===== src/rtl/rr_timeout_arbiter.sv =====
// rr_timeout_arbiter
// ------------------
// N-port round-robin output arbiter for the NoC router. The holder keeps the
// grant while it requests, up to a per-packet limit that is loaded from the
// head flit's length field. When the holder releases, the grant passes to the
// next requesting port in round-robin order. When the arbiter is idle, the
// search starts either after the last granted port (RR_IDLE=1) or at port 0
// (RR_IDLE=0, fixed priority).
//
// Ports:
//   clk           - clock
//   rst           - synchronous, active-high reset
//   req           - per-port request
//   flit_id       - per-port flit type, port i at [i*FLIT_ID_W +: FLIT_ID_W]
//   length        - per-port timeout length, port i at [i*LEN_W +: LEN_W]
//   grant         - registered one-hot grant, all zeros when idle
//   grant_valid   - registered OR of grant
//   grant_idx     - registered binary index of the granted port, 0 when idle
//   timeout_pulse - one-cycle pulse on port i when it loses the grant by
//                   expiry while still requesting
module rr_timeout_arbiter #(
  parameter int NUM_PORTS = 5,
  parameter int LEN_W     = 12,
  parameter int FLIT_ID_W = 3,
  parameter int HEAD_ID   = 1,
  parameter int RR_IDLE   = 1
) (
  input  logic                          clk,
  input  logic                          rst,
  input  logic [NUM_PORTS-1:0]          req,
  input  logic [NUM_PORTS*FLIT_ID_W-1:0] flit_id,
  input  logic [NUM_PORTS*LEN_W-1:0]    length,
  output logic [NUM_PORTS-1:0]          grant,
  output logic                          grant_valid,
  output logic [$clog2(NUM_PORTS)-1:0]  grant_idx,
  output logic [NUM_PORTS-1:0]          timeout_pulse
);

  localparam int IDX_W = $clog2(NUM_PORTS);

  // One-hot decode of a port index.
  function automatic logic [NUM_PORTS-1:0] to_onehot(input logic [IDX_W-1:0] idx);
    to_onehot = NUM_PORTS'(1) << idx;
  endfunction

  // Registered state
  logic [NUM_PORTS-1:0] grant_r;
  logic                 grant_valid_r;
  logic [IDX_W-1:0]     grant_idx_r;
  logic [NUM_PORTS-1:0] pulse_r;
  logic [IDX_W-1:0]     last_r;
  logic [LEN_W-1:0]     limit_r [NUM_PORTS];
  logic [LEN_W-1:0]     count_r [NUM_PORTS];

  // Combinational next-state signals
  logic [NUM_PORTS-1:0] head_s;
  logic [NUM_PORTS-1:0] expired_s;
  logic [IDX_W-1:0]     start_s;
  logic [IDX_W-1:0]     pick_s;
  logic                 found_s;
  logic                 hold_s;
  logic                 new_grant_s;
  logic [NUM_PORTS-1:0] grant_nxt_s;
  logic [IDX_W-1:0]     idx_nxt_s;
  logic [NUM_PORTS-1:0] pulse_nxt_s;

  assign grant         = grant_r;
  assign grant_valid   = grant_valid_r;
  assign grant_idx     = grant_idx_r;
  assign timeout_pulse = pulse_r;

  // Per-port head-flit detection and timer expiry compare.
  always_comb begin
    head_s    = '0;
    expired_s = '0;
    for (int i = 0; i < NUM_PORTS; i++) begin
      head_s[i]    = (flit_id[i*FLIT_ID_W +: FLIT_ID_W] == FLIT_ID_W'(HEAD_ID));
      // An unsigned >= also catches a limit that was reloaded below the running count.
      expired_s[i] = grant_r[i] && (count_r[i] >= limit_r[i]);
    end
  end

  // Rotating priority search: first requester after start_s.
  always_comb begin
    pick_s  = '0;
    found_s = 1'b0;
    if (grant_valid_r) begin
      start_s = grant_idx_r;
    end else if (RR_IDLE != 0) begin
      start_s = last_r;
    end else begin
      // Starting "after" the last port makes port 0 the first candidate.
      start_s = IDX_W'(NUM_PORTS - 1);
    end
    // Walk from the farthest offset down so the nearest hit is written last.
    // Offset NUM_PORTS is the start port itself. It is a candidate only when
    // idle: a releasing holder never re-grants itself in the same cycle.
    for (int off = NUM_PORTS; off >= 1; off--) begin
      logic [IDX_W-1:0] cand;
      logic             hit;
      cand    = IDX_W'((int'(start_s) + off) % NUM_PORTS);
      hit     = req[cand] && ((off < NUM_PORTS) || !grant_valid_r);
      found_s = found_s | hit;
      pick_s  = hit ? cand : pick_s;
    end
  end

  // Next grant, index and timeout pulse.
  always_comb begin
    hold_s      = |(grant_r & req & ~expired_s);
    grant_nxt_s = '0;
    idx_nxt_s   = '0;
    new_grant_s = 1'b0;
    if (hold_s) begin
      grant_nxt_s = grant_r;
      idx_nxt_s   = grant_idx_r;
    end else if (found_s) begin
      grant_nxt_s = to_onehot(pick_s);
      idx_nxt_s   = pick_s;
      new_grant_s = 1'b1;
    end else begin
      grant_nxt_s = '0;
      idx_nxt_s   = '0;
    end
    // If the holder is still requesting and is not held, it expired.
    pulse_nxt_s = hold_s ? '0 : (grant_r & req & expired_s);
  end

  // Grant, pulse, last-granted and per-port timer registers.
  always_ff @(posedge clk) begin
    if (rst) begin
      grant_r       <= '0;
      grant_valid_r <= 1'b0;
      grant_idx_r   <= '0;
      pulse_r       <= '0;
      last_r        <= IDX_W'(NUM_PORTS - 1);
      for (int i = 0; i < NUM_PORTS; i++) begin
        limit_r[i] <= '0;
        count_r[i] <= '0;
      end
    end else begin
      grant_r       <= grant_nxt_s;
      grant_valid_r <= |grant_nxt_s;
      grant_idx_r   <= idx_nxt_s;
      pulse_r       <= pulse_nxt_s;
      if (new_grant_s) begin
        last_r <= pick_s;
      end else begin
        last_r <= last_r;
      end
      for (int i = 0; i < NUM_PORTS; i++) begin
        if (head_s[i]) begin
          limit_r[i] <= length[i*LEN_W +: LEN_W];
        end else begin
          limit_r[i] <= limit_r[i];
        end
        // The count runs only while the same port keeps the grant. A grant
        // that is new or re-issued starts again from 0.
        if (hold_s && grant_r[i]) begin
          count_r[i] <= count_r[i] + LEN_W'(1);
        end else begin
          count_r[i] <= '0;
        end
      end
    end
  end

endmodule


===== config.mk =====
export PLATFORM = sky130hd
export DESIGN_NAME = rr_timeout_arbiter
export DESIGN_NICKNAME = d
export VERILOG_FILES = /design/src/rtl/rr_timeout_arbiter.sv
export SDC_FILE = /design/constraint.sdc
export NUM_CORES = 1
export LEC_CHECK = 0
export ABC_AREA = 1
export CORE_MARGIN = 10
export CORE_UTILIZATION = 30
export DETAILED_ROUTE_END_ITERATION = 10
export SYNTH_ARGS = -nofsm -noshare
export SYNTH_HDL_FRONTEND = slang
export SYNTH_SLANG_ARGS = --single-unit

===== constraint.sdc =====
create_clock -name clk -period 10.3 [get_ports clk]
set_input_delay 2.06 -clock clk [delete_from_list [all_inputs] [get_ports clk]]
set_output_delay 2.06 -clock clk [all_outputs]
set_load 0.05 [all_outputs]

==> impl_results.md <==
* Status: finished clean
* Slew Limit Fails at 0
* Maxcap violations at 0
* Initial core utilization at 30.6%
* Fmax at 0.213 GHz
* Top Ports at 96
* Setup CP Type: flop to flop
* Synth warnings at 0
* H-Tree Level Count at 4
* Dpl ws at 5.61 ns
* LEAKAGE at 5.08 nW
* Pin count of the biggest net entering global routing at 46
* Antenna violations before repair at 1
* Critical Path Most Common Cell: nand2_1
* Post-synthesis sequential area ratio at 43.3%
* Total negative slack at 0 ns
* Number of diodes at 0
* PwrDens at 269 nW/um^2
* Synthesized netlist cell count at 1053
* Worst EP required at 10.58 ns
* Fin crit period at 4.70 ns
* Postcts setup bufs at 0
* Commonest non-fill, non-tap cell in the layout: inv_1
* Worst rel slew slack at 25.2%
* Clock Sinks at 137
* Path category of the worst min-delay check: flop to flop
* Placer Congestion at 0.929
* Initial DRC count at 346
* Die area at 36700 um^2
* Core Rows at 62
* Vias in the first global route at 6728
* Largest incremental delay on the critical path at 0.69 ns
* Wire per inst at 12.2 um
* Final Util at 38.1%
* Yosys cell types at 49
* Worst-path maximum fanout at 13
* CTS Buf Count at 17
* Crit end category: flop
* Final Skew at 0.0110 ns
* Clock-pin slew on the worst setup and hold paths at 0.06 ns
* Max stage delay cell, worst path: dfxtp_1
* Cts hold-fix bufs at 0
* CP Launch Type: flop
* Critical path data arrival time at 4.99 ns
* Core box area at 28900 um^2
* ANT nets after route at 0
* First-pass GRT wire length at 32.5 mm
* Final WL at 19.5 mm
* Hold_ws at 0.472 ns
* Vias at 6988
* Hold Vio Cnt, Final at 0
* Critical path buffers and inverters at 2
* Final Non-Filler Cells at 1598
* Vias per cell at 4.37
* GRT Total Usage at 10.8%
* Placed cells at 1567
* Max Root-Sink Buffers at 2
* Resized cells post-CTS at 0
* VDD IR max at 0.000166 V
* Clk_lat worst skew at 0.41 ns
* DP HPWL at 15.5 mm
* Ratio of cells with drive above 1 in the final layout at 7.08%
* Commonest non-fill, non-tap cells in the layout: inv_1 (216), nand2_1 (158), nor2_1 (154), edfxtp_1 (108), clkdlybuf4s50_1 (94)
* Number of nets in the layout at 1372
* DRC at 0
* Netlist Area Pre-Place at 8830 um^2
* Unrepaired setup endpoints after global routing: false
* Family with the most delay on the worst path: simple AND/OR/NAND/NOR gates
* Pin slew with the least headroom to its limit at 1.11 ns
* Final Setup Violations at 0
* GRT overflow at 0
* Port bufs at 95
* CTS tree: built
* Vert. Die Dim at 192 um
* Final WS setup at 5.60 ns
* Die width at 192 um
* Average size of a mapped cell at 8.38 um^2
* First-pass detailed-route iteration total at 5
* Root Driver: clkbuf_16
* Syn-to-layout area delta at 24.6%
* Tcrit/Tclk final at 45.7%
* #FFs+latches synth at 137
## final timing paths
path | startpoint | to | slack [ns] | depth (start not counted)
worst max-delay path | grant_valid | grant_valid | 5.60 | 29
worst min-delay path | count_r[4][0] | count_r[4][0] | 0.47 | 1
worst max register to register | grant_valid | grant_valid | 5.60 | 29
worst min register to register | count_r[4][0] | count_r[4][0] | 0.47 | 1
## per-stage QoR
stage               total power, mW  area (um^2)
global route                   3.25        11000
CTS                            2.96        11000
global placement               2.31        10400
finish                         2.96        11000
detailed placement             2.33        10400
floorplan                      1.99         9000
## layer usage
metal	global-route usage, %	vias up	wire [um]	part of all wire [%]
met5	0	-	20	0.10
met4	3.34	2	310	1.6
met3	3.30	26	1080	5.6
met2	17.1	148	8610	44
met1	13.8	3156	9450	49
li1	-	3656	-	-
## report_power, final
part / switching (mW) / internal, mW / leakage (nW)
Sequential: 0.0502 / 0.656 / 1.32
Clock: 0.235 / 0.382 / 0.278
Combinational: 1.07 / 0.567 / 3.48
Total: 1.36 / 1.60 / 5.08
## registers in the layout, indices dropped and copies added, names as in the netlist
name           count
count_r           60
limit_r           60
grant              5
timeout_pulse      5
grant_idx          3
last_r             3
grant_valid        1
## area by class of cell
| type | instances | area, um^2 |
|---|---|---|
| Timing Repair Buffer | 99 | 976 |
| Sequential cell | 137 | 3820 |
| Multi-Input combinational cell | 725 | 4290 |
| Clock buffer | 18 | 429 |
| Clock inverter | 13 | 168 |
| Inverter | 222 | 838 |
| Tap cell | 384 | 480 |
| Fill cell | 2926 | 17900 |
## Yosys cell counts (all sizes together)
library cell / number / area [um^2]
edfxtp: 108 / 3240
nand4: 18 / 119
a21o: 2 / 15.0
or3: 2 / 12.5
or4: 1 / 7.51
buf: 4 / 26.3
nor3b: 16 / 120
inv: 222 / 838
nor3: 7 / 40.0
o22ai: 1 / 6.26
conb: 1 / 3.75
nand3: 60 / 325
a21boi: 3 / 22.5
o311ai: 1 / 8.76
nand3b: 2 / 27.5
xnor2: 9 / 78.8
dfxtp: 29 / 581
o21ai: 25 / 140
a21oi: 52 / 275
and3: 2 / 12.5
or2: 4 / 25.0
o21a: 4 / 30.0
o211ai: 4 / 30.0
ha: 88 / 1100
nor2: 156 / 591
nand2: 183 / 807
clkbuf: 12 / 45.0
a211oi: 5 / 37.5
a31oi: 5 / 31.3
o31ai: 5 / 37.5
o21bai: 3 / 22.5
xor2: 19 / 166
## kinds of logic (layout without fill, tap and decap cells)
family,Yosys count,in the layout,share of synthesized area (%)
simple gates,451,451,23.6
buf+inv,238,352,10.3
flops,137,137,43.3
compound gates,110,110,7.44
fa+ha+maj,88,88,12.5
xor+xnor,28,28,2.78
other cells,1,48,0.0425
Power figures use the tool's default switching activity.
